[src/rtl/sr_pkg.sv]
// Shared types and constants for the SR storage bank and its serial readout.
package sr_pkg;

  localparam int SR_DEPTH = 8;
  localparam int SR_AW    = 3;
  localparam int SR_CW    = 8;

  // {s, r} request encodings
  localparam logic [1:0] SR_HOLD = 2'b00;
  localparam logic [1:0] SR_CLR  = 2'b01;
  localparam logic [1:0] SR_SET  = 2'b10;
  localparam logic [1:0] SR_BAD  = 2'b11;

  typedef enum logic [1:0] {
    IDLE  = 2'd0,
    SHIFT = 2'd1,
    DONE  = 2'd2
  } rd_state_t;

endpackage

[src/rtl/sr_readout_shifter.sv]
// Serial readout engine: snapshots the bank on rd_start and shifts it out LSB first.
module sr_readout_shifter
  import sr_pkg::*;
#(
  parameter int DEPTH = SR_DEPTH
) (
  input  logic             clk,
  input  logic             rst_n,
  input  logic             rd_start,
  input  logic [DEPTH-1:0] q,
  output logic             rd_busy,
  output logic             rd_bit,
  output logic             rd_valid,
  output logic             rd_done
);

  localparam int IW = $clog2(DEPTH + 1);

  rd_state_t        state;
  logic [DEPTH-1:0] shift;
  logic [IW-1:0]    idx;

  always_ff @(posedge clk or negedge rst_n) begin
    if (!rst_n) begin
      state <= IDLE;
      shift <= '0;
      idx   <= '0;
    end else begin
      case (state)
        IDLE: if (rd_start) begin
          // q here is the pre-edge value, so a same-edge write is not captured
          shift <= q;
          idx   <= '0;
          state <= SHIFT;
        end
        SHIFT: begin
          shift <= shift >> 1;
          idx   <= idx + 1'b1;
          if (idx == IW'(DEPTH - 1)) state <= DONE;
        end
        DONE:    state <= IDLE;
        default: state <= IDLE;
      endcase
    end
  end

  // Outputs decode straight from state so reset clears them immediately
  assign rd_valid = (state == SHIFT);
  assign rd_busy  = rd_valid;
  assign rd_bit   = rd_valid & shift[0];
  assign rd_done  = (state == DONE);

endmodule

[src/rtl/sr_cell_bank.sv]
// Addressed bank of SR storage bits with conflict/address error flags and serial readout.
module sr_cell_bank
  import sr_pkg::*;
#(
  parameter int DEPTH = SR_DEPTH,
  parameter int AW    = SR_AW,
  parameter int CW    = SR_CW
) (
  input  logic             clk,
  input  logic             rst_n,
  input  logic             wr_en,
  input  logic [AW-1:0]    wr_addr,
  input  logic             s_setup,
  input  logic             r_setup,
  output logic [DEPTH-1:0] q,
  output logic             conflict,
  output logic             addr_err,
  output logic [CW-1:0]    conflict_cnt,
  input  logic             rd_start,
  output logic             rd_busy,
  output logic             rd_bit,
  output logic             rd_valid,
  output logic             rd_done
);

  logic [1:0] sr_code;
  logic       in_range;
  logic       wr_ok;
  logic       bad_wr;

  assign sr_code  = {s_setup, r_setup};
  assign in_range = 32'(wr_addr) < 32'(DEPTH);
  assign wr_ok    = wr_en & in_range;
  // Out-of-range writes report only addr_err, never a conflict
  assign bad_wr   = wr_ok & (sr_code == SR_BAD);

  always_ff @(posedge clk or negedge rst_n) begin
    if (!rst_n) begin
      q <= '0;
    end else if (wr_ok) begin
      for (int i = 0; i < DEPTH; i++) begin
        if (wr_addr == AW'(i)) begin
          case (sr_code)
            SR_SET:  q[i] <= 1'b1;
            SR_CLR:  q[i] <= 1'b0;
            SR_HOLD: q[i] <= q[i];
            default: q[i] <= q[i];
          endcase
        end
      end
    end
  end

  always_ff @(posedge clk or negedge rst_n) begin
    if (!rst_n) begin
      conflict     <= 1'b0;
      addr_err     <= 1'b0;
      conflict_cnt <= '0;
    end else begin
      conflict <= bad_wr;
      addr_err <= wr_en & ~in_range;
      if (bad_wr && !(&conflict_cnt)) conflict_cnt <= conflict_cnt + 1'b1;
    end
  end

  sr_readout_shifter #(.DEPTH(DEPTH)) u_rd (
    .clk      (clk),
    .rst_n    (rst_n),
    .rd_start (rd_start),
    .q        (q),
    .rd_busy  (rd_busy),
    .rd_bit   (rd_bit),
    .rd_valid (rd_valid),
    .rd_done  (rd_done)
  );

endmodule
[config.mk]
export PLATFORM = sky130hd
export DESIGN_NAME = sr_cell_bank
export DESIGN_NICKNAME = d
export VERILOG_FILES = /design/src/rtl/sr_pkg.sv /design/src/rtl/sr_readout_shifter.sv /design/src/rtl/sr_cell_bank.sv
export SDC_FILE = /design/constraint.sdc
export NUM_CORES = 1
export LEC_CHECK = 0
export CORE_MARGIN = 2
export CORE_UTILIZATION = 40
export DETAILED_ROUTE_END_ITERATION = 6
export PLACE_DENSITY = 0.77
export SETUP_SLACK_MARGIN = 0.15
export SLEW_MARGIN = 25
export SYNTH_ARGS = -nofsm -noshare
export SYNTH_HDL_FRONTEND = slang
export SYNTH_SLANG_ARGS = --single-unit
[constraint.sdc]
create_clock -name clk -period 1.9 [get_ports clk]
set_clock_uncertainty 0.1 [all_clocks]
set_input_delay 0.285 -clock clk [delete_from_list [all_inputs] [get_ports clk]]
set_output_delay 0.285 -clock clk [all_outputs]
set_load 0.03 [all_outputs]
==> results of run 1 <==
[power by group through the flow]
stage | combinational, mW | sequential, mW | clock (mW)
after CTS | 1.22 | 1.11 | 0.690
final | 1.20 | 1.11 | 0.678
after detailed placement | 1.29 | 1.12 | 0
after floorplan | 0.600 | 1.26 | 0
after global placement | 1.25 | 1.10 | 0
after global routing | 1.31 | 1.14 | 0.715
[routing by layer]
metal	wire (µm)	up-vias	global-route usage, %
li1	-	619	-
met1	1520	662	20.3
met2	1790	35	32.3
met3	174	6	5.45
met4	55	0	6.12
met5	0	-	0
[worst max-delay path, stage by stage, from the launching register on]
cell           delay [ps]
dfrtp_1               370
nand2b_1              170
inv_2                  90
dlygate4sd2_1         400
[stage by stage]
step	std cells	cell area, µm²	power, mW
2_1_floorplan	148	1550	1.86
3_3_place_gp	228	1940	2.35
3_5_place_dp	228	1940	2.42
4_1_cts	237	2060	3.02
5_1_grt	237	2060	3.17
6_report	237	2060	2.99
[cells in the mapped netlist]
cell type / n / share of area (%)
o31ai_1: 4 / 1.9
mux2_4: 1 / 0.97
mux2_2: 3 / 2.2
buf_1: 1 / 0.24
nand3_1: 4 / 1.3
mux2i_1: 1 / 0.65
nand2_1: 7 / 1.7
buf_4: 2 / 0.97
a22o_1: 3 / 1.7
o41ai_1: 1 / 0.57
ha_1: 4 / 3.2
o211ai_1: 2 / 0.97
nand3_2: 1 / 0.65
nand4_1: 2 / 0.81
a41oi_1: 1 / 0.57
nand3b_1: 1 / 0.48
xnor2_1: 2 / 1.1
mux2_1: 1 / 0.73
and4_1: 1 / 0.57
nand2b_1: 5 / 2.0
a21oi_1: 13 / 4.2
o21ai_2: 1 / 0.57
nor3_1: 1 / 0.32
and3_1: 1 / 0.40
o21a_1: 1 / 0.48
inv_1: 1 / 0.24
dfrtp_1: 31 / 50
o21bai_1: 1 / 0.48
nor2b_1: 13 / 5.3
and2_1: 2 / 0.81
clkbuf_1: 3 / 0.73
clkinv_1: 1 / 0.24
a31oi_1: 5 / 2.0
nor3b_4: 1 / 1.2
a22oi_1: 7 / 3.4
and4_4: 1 / 0.73
conb_1: 1 / 0.24
nor2_1: 3 / 0.73
buf_2: 2 / 0.65
o21ai_0: 12 / 3.9
[cell type report]
type | instances | area (µm²) | area share (%)
flip-flops and latches | 31 | 776 | 37.6
multi-input cells | 107 | 738 | 35.8
repair buffers | 41 | 364 | 17.6
clock buffers | 6 | 82.6 | 4.00
well taps | 48 | 60.1 | 2.91
clock inverters | 2 | 35.0 | 1.70
inverters | 2 | 7.51 | 0.364
[state kept, by name, summed over array words and instances, names as in the netlist]
register	cells
u_rd.shift	8
conflict_cnt	8
u_rd.idx	4
u_rd.state	2
q	8
conflict	1
[how the worst max path moves through the flow]
stage | cells after the start | end
2_1_floorplan | 3 | rd_bit
3_3_place_gp | 6 | q[4]
3_5_place_dp | 6 | q[4]
4_1_cts | 4 | rd_bit
5_1_grt | 3 | rd_valid
6_report | 3 | rd_busy
[logic make-up after synthesis]
family          synth area share [%]
compound gates                  20.8
fa+ha+maj                       3.23
flops                           50.1
buf+inv                         3.07
simple gates                    17.0
other cells                    0.242
mux                             4.52
xor+xnor                        1.13
[what timing repair did]
action / CTS / global route
hold buffers: 0 / 0
gates resized for setup: 21 / 8
setup buffers: 1 / 0
setup endpoints to repair: 21 / 9
pin swaps: 1 / 0
==> run_results.csv, run 1 <==
group,metric,value,unit
hold_path,hold_path_class,"input port to asynchronous set/reset pin",
synth,synthCells,148,
global_routing,grt_pass1_wl,5940,µm
critical_path,startpoint,"u_rd.state[1]",
synth,yosys_warnings,0,
layout,syn_to_final_growth,33.2,%
route,wire_per_inst,14.9,µm
global_routing,grt_antenna_before_repair,0,
route,vias,1322,
pwr,p_sw_share,39.1,%
pwr,p_clk_share,22.7,%
global_routing,grt_start_max_net_pins,32,
sta,rsz0062_at_grt,"yes",
critical_path,timing.rr.start,"conflict_cnt[0]",
synth,syn_area_per_cell,10.5,µm²
pwr,power_density,1450,nW/µm²
cts,clock-sinks,31,
synth,ys_seq_elements,31,
critical_path,r2r_setup_slack,380,ps
global_routing,grt_pass1_vias,1309,
global_routing,overflow,0,
layout,final_common_cell,"dfrtp_1",
route,ant_nets,0,
pwr,p_sw,1.17,mW
pwr,power_frac_seq,37.2,%
floorplanning,ios,31,
pwr,power_frac_comb,40.2,%
sta,hold_violations,0,
cts,cts_htree_levels,2,
floorplanning,initial_core_util,42.0,%
floorplanning,dieHeight,66.2,µm
floorplanning,core-area,3690,µm²
sta,fmax,584,MHz
critical_path,critPathCaptureType,"output port",
cts,clock_path_buffers,2,
place,hpwl,2520,µm
synth,seq_area_frac_synth,50.1,%
layout,drive_gt1_share,17.5,%
cts,clockRootBuffer,"clkbuf_8",
sta,layout_min_cycle_time,1710,ps
route,via_per_inst,5.58,
status,status,"complete, no violations",
place,place.gp.congestion,0.772,
pwr,leakage,0.920,nW
sta,setup_tns,0,ps
floorplanning,die_area,4390,µm²
sta,fin_crit_sh,90.2,%
synth,syn_area,1550,µm²
cts,cts.clk_slew.worst_paths,70,ps
layout,final_util,55.9,%
layout,num-nets-final,201,
floorplanning,rows,22,
floorplanning,die_w,66.2,µm
sta,drv_slew,0,
critical_path,timing.rr.end,"conflict_cnt[1]",
cts,cts_tree,"done",
pwr,ir_worst_vdd,0.000794,V
pwr,intPower,1.82,mW
cts,clock_latency,290,ps
critical_path,cp.required,1510,ps
place,dpl_worst_slack,-181,ps
sta,setup_viol,0,
cts,cts_buffers,5,
critical_path,critPathMaxFanout,5,
route,drcViolationCount,0,
flow_run,maxCapViolations,0,
critical_path,cp.arrival,1330,ps
route,drt_iter0_markers,92,
layout,layout_common_cells,"dfrtp_1, dlygate4sd2_1, nor2b_1, a21oi_1, buf_4",
critical_path,critPathLaunchType,"register",
critical_path,worstSetupPathType,"register to output port",
global_routing,grt_usage,18.1,%
critical_path,rr_worst_depth,4,
layout,fill_cells,340,
route,drt_wl_total,3540,µm
synth,syn_nets,161,
sta,hold_ws,288,ps
layout,antennaDiodeCount,0,
route,drt_first_pass_iters,4,
place,port_buffers,29,
synth,synth_cell_types,40,
sta,setup_ws,187,ps
Note: power is estimated with default switching activity, not from simulation.
==> inputs of run 2 (changes only) <==
- CTS_CLUSTER_DIAMETER: unset -> 100
==> results of run 2 <==
Final layout, timing and power as in run 1 (identical DEF).
==> RTL change 1: new RTL, flow settings as in run 2 <==
The package constant `SR_DEPTH` goes from 8 to 16.
--- a/src/rtl/sr_pkg.sv
+++ b/src/rtl/sr_pkg.sv
@@ -2,5 +2,5 @@
 package sr_pkg;
 
-  localparam int SR_DEPTH = 8;
+  localparam int SR_DEPTH = 16;
   localparam int SR_AW    = 3;
   localparam int SR_CW    = 8;
Ports: changed (resized q); port bits go from 31 to 39. No check against the original RTL was run, so the function may have changed too.
==> RTL change 1 against run 2 <==
  * Critical path depth grew 2
  * Total power grew 22%
  * Sequential cell count grew 9
  * Routed wire length grew 27%
  * Via count grew 26%
  * Worst setup slack gained 0.0043 ns
  * Non-clock buffer count grew 7
  * Area after synthesis grew 36%
  * Design area grew 27%
  * Critical endpoint is now conflict_cnt[7]
  * Highest routed layer unchanged
==> RTL change 1: results (changes against run 2) <==
Post-Layout Cell Count 315 (was 237); Critical path origin r_setup (was u_rd.state[1]); Clock-cell share 0.0369 (was 0.0570); met3 GRT Util 0.0344 (was 0.0545); fraction of area in multi-input gates 0.375 (was 0.358); cell count after synthesis 210 (was 148); clk slew on worst S/H paths 0.09 ns (was 0.07 ns); fraction of area in registers 0.383 (was 0.376); Largest regs u_rd.shift x16, conflict_cnt x8, q x8 (was conflict_cnt x8, q x8, u_rd.shift x8); vias in the first global route 1542 (was 1309); setup bufs post-CTS 2 (was 1); num sequential 40 (was 31); post-place setup slack -0.128 ns (was -0.181 ns); number of cells after detailed placement 302 (was 228); Slowest-stage cell, CP clkdlybuf4s50_1 (was dlygate4sd2_1); Worst R2R Path Depth 4 (unchanged); Non-clock buffer share 0.162 (was 0.176); final hold slack 0.384 ns (was 0.288 ns); status complete, no violations (unchanged); # port buffers 37 (was 29); synth cell count leaders dfrtp_1 (40), a21oi_1 (22), o21ai_0 (21) (was dfrtp_1 (31), a21oi_1 (13), nor2b_1 (13)); DRT iter0 DRCs 121 (was 92); met2 GRT Util 0.255 (was 0.323); post-cts gate resize count 25 (was 21); maximum VDD drop 763 uV (was 794 uV); share of cells above drive strength 1 0.176 (was 0.175); cts-stage hold buffer count 1 (was 0); cell family with most CP delay buffers and inverters (unchanged); Routed wire per std cell 14.2 um (was 14.9 um); GP Congestion 0.754 (was 0.772); GRT Total Usage 0.160 (was 0.181); nets@finish 258 (was 201); multi-input gates 144 (was 107); GR met1 Demand/Resource 0.216 (was 0.203); pin count of the biggest net entering global routing 41 (was 32); Signal buffers 48 (was 41); Leak Pwr 1.13 nW (was 0.920 nW); vias post-DR 1663 (was 1322); slack of the worst reg-to-reg path 0.28 ns (was 0.38 ns); ranking of synthesized cells by area dfrtp_1 (47%), a22oi_1 (5.3%), a21oi_1 (5.2%) (was dfrtp_1 (50%), nor2b_1 (5.3%), a21oi_1 (4.2%)); FILL cells 486 (was 340); sequential area share after synthesis 0.474 (was 0.501); Inverters 5 (was 2); Net Count, Synth 224 (was 161)
-- RTL change 1: per-layer routing --
| layer | vias to the layer above | share of wire |
|---|---|---|
| li1 | 811 | - |
| met2 | 47 | 0.47 |
| met3 | 4 | 0.050 |
| met5 | - | 0 |
| met1 | 801 | 0.46 |
| met4 | 0 | 0.015 |
-- RTL change 1: stage by stage --
step / instance area, um2 / TNS, ns
floorplan: 2110 / 0
detailed placement: 2480 / -0.533
global placement: 2480 / -0.100
global route: 2610 / 0
finish: 2610 / 0
CTS: 2580 / 0
-- RTL change 1: where the power goes --
group / internal (mW) / switching, mW / total [mW]
Sequential: 1.14 / 0.293 / 1.43
Combinational: 0.657 / 0.973 / 1.63
Clock: 0.297 / 0.308 / 0.605
-- RTL change 1: kinds of logic after synthesis --
| group | after synthesis | share of synthesized area |
|---|---|---|
| simple gates | 53 | 0.150 |
| other cells | 1 | 0.00178 |
| xor+xnor | 1 | 0.00415 |
| fa+ha+maj | 5 | 0.0297 |
| flops | 40 | 0.474 |
| compound gates | 78 | 0.235 |
| mux | 6 | 0.0320 |
| buf+inv | 26 | 0.0724 |
-- RTL change 1: tightest hold or removal path, stage by stage --
cell	delay, ns
dlygate4sd3_1	0.52
buf_2	0.12
buf_12	0.22
-- RTL change 1: how the worst max path moves through the flow --
| stage | to | slack, ns | cells past startpoint |
|---|---|---|---|
| final | conflict_cnt[7] | 0.19 | 5 |
| after global routing | conflict_cnt[7] | 0.12 | 5 |
| after CTS | rd_bit | 0.17 | 4 |
| after detailed placement | q[4] | -0.13 | 6 |
| after global placement | q[4] | -0.06 | 6 |
| after floorplan | conflict_cnt[1] | 0.17 | 4 |
==> RTL change 2: new RTL, flow settings as in run 2 <==
Made on the original files. Reset style: synchronous (`rst_n`), changed in 3 clocked blocks.
--- a/src/rtl/sr_readout_shifter.sv
+++ b/src/rtl/sr_readout_shifter.sv
@@ -21,5 +21,5 @@
   logic [IW-1:0]    idx;
 
-  always_ff @(posedge clk or negedge rst_n) begin
+  always_ff @(posedge clk) begin
     if (!rst_n) begin
       state <= IDLE;
--- a/src/rtl/sr_cell_bank.sv
+++ b/src/rtl/sr_cell_bank.sv
@@ -35,5 +35,5 @@
   assign bad_wr   = wr_ok & (sr_code == SR_BAD);
 
-  always_ff @(posedge clk or negedge rst_n) begin
+  always_ff @(posedge clk) begin
     if (!rst_n) begin
       q <= '0;
@@ -52,5 +52,5 @@
   end
 
-  always_ff @(posedge clk or negedge rst_n) begin
+  always_ff @(posedge clk) begin
     if (!rst_n) begin
       conflict     <= 1'b0;
Formal check against the unedited RTL: differs if rst_n is asserted again (counterexample within 4 cycles, from zero or initial values and one cycle with rst_n low); with rst_n held inactive, the same outputs for 10 cycles.
==> RTL change 2 against run 2 <==
  * Worst setup slack improved by 0.037 ns
  * Die area fell by 7.8%
  * Design area down 7.3%
  * Sequential share of layout area is 5.0 points lower
  * Area after synthesis down 8.2%
  * Final cell count up 3.0%
  * Core utilization grew 0.95 points
  * Routed wire length down 11%
  * Synthesized cell count rose by 6.1%
  * Sequential cell count is the same
  * Critical path type unchanged
Power is not compared: it rests on default switching activity, and its combinational part moved more than twofold at a synthesized area within 25%.
==> RTL change 2: results (changes against run 2) <==
first-pass GRT wire length 5.29 mm (was 5.94 mm); clock latency on the worst-skew pair 0.33 ns (was 0.29 ns); met3 WL 122 um (was 174 um); nets@finish 211 (was 201); type of the worst setup path flop to output pin (unchanged); Cell variety after synth 38 (was 40); worst-path fanout max 5 (unchanged); pin count of the biggest net entering global routing 25 (was 32); synth cell count leaders dfxtp_1 (31), nand2_1 (23), nor2_1 (11) (was dfrtp_1 (31), a21oi_1 (13), nor2b_1 (13)); Final ANT Viol Nets 0 (unchanged); ys async rst share 0 (was 1.00); antenna violations before repair 0 (unchanged); Routed wire per std cell 13.0 um (was 14.9 um); Critical R2R Capture conflict_cnt[5] (was conflict_cnt[1]); GRT Total Usage 0.168 (was 0.181); vias in the first global route 1233 (was 1309); ranking of synthesized cells by area dfxtp_1 (44%), o211a_1 (6.3%), nand2_1 (6.1%) (was dfrtp_1 (50%), nor2b_1 (5.3%), a21oi_1 (4.2%)); syn avg cell area 9.05 um2 (was 10.5 um2); clk slew on worst S/H paths 0.09 ns (was 0.07 ns); hold crit path type flop to flop (was primary input to async pin); Net Count, Synth 170 (was 161); Post-Layout Cell Count 244 (was 237); post-place setup slack -0.278 ns (was -0.181 ns); Leak Pwr 0.949 nW; sequential area share after synthesis 0.437 (was 0.501); Critical path origin u_rd.state[1] (unchanged); share of cells above drive strength 1 0.177 (was 0.175); final hold slack 0.363 ns (was 0.288 ns); Root Driver clkbuf_4 (was clkbuf_8); M1 wire length 1.37 mm (was 1.52 mm); status complete, no violations (unchanged); vias post-DR 1286 (was 1322); slack of the worst reg-to-reg path 0.26 ns (was 0.38 ns); GP Congestion 0.767 (was 0.772); slowest stage delay, CP 0.37 ns (was 0.40 ns); CP endpoint rd_valid (was rd_busy); Critical R2R Launch conflict_cnt[0] (unchanged); met3 GRT Util 0.0500 (was 0.0545); met2 GRT Util 0.288 (was 0.323); Slowest-stage cell, CP clkdlybuf4s15_1 (was dlygate4sd2_1); number of cells after detailed placement 232 (was 228); met2 wire length 1.63 mm (was 1.79 mm); GR met1 Demand/Resource 0.192 (was 0.203); Worst R2R Path Depth 5 (was 4); Final HPWL DP 2.31 mm (was 2.52 mm); DRT iter0 DRCs 51 (was 92); Tmin final 1.68 ns (was 1.71 ns)
-- RTL change 2: changes by cell type in the layout (fill, tap and decap cells not counted), moves of 6 or more --
cell             run 2  this run
a21boi_0             0         6
a21oi_1             13         2
dfrtp_1             31         0
dfxtp_1              0        29
nand2_1              7        23
nor2b_1             13         3
o211a_1              0         9
o21ai_0             11         3
-- RTL change 2: logic make-up after synthesis --
family	Yosys count	synth area share
AO/OA/AOI/OAI	41	0.230
buffers and inverters	12	0.0378
XOR/XNOR	1	0.00616
adder cells (fa/ha/maj)	4	0.0352
other	1	0.00264
AND/OR/NAND/NOR	67	0.252
flip-flops	31	0.437
-- RTL change 2: layout make-up --
cell class                 instances  area, um2
tap                               46       57.6
clock buffer                       6       51.3
clock inverter                     1       5.00
timing repair buffer              41        379
sequential                        31        623
fill                             337       1450
multi-input combinational        114        778
inverter                           5       18.8
-- RTL change 2: repair_timing --
action,CTS,global route
cloned,0,0
setup endpoints to repair,23,7
hold buffers,0,0
buffers inserted,3,2
gates resized for setup,25,12
pin swaps,0,3
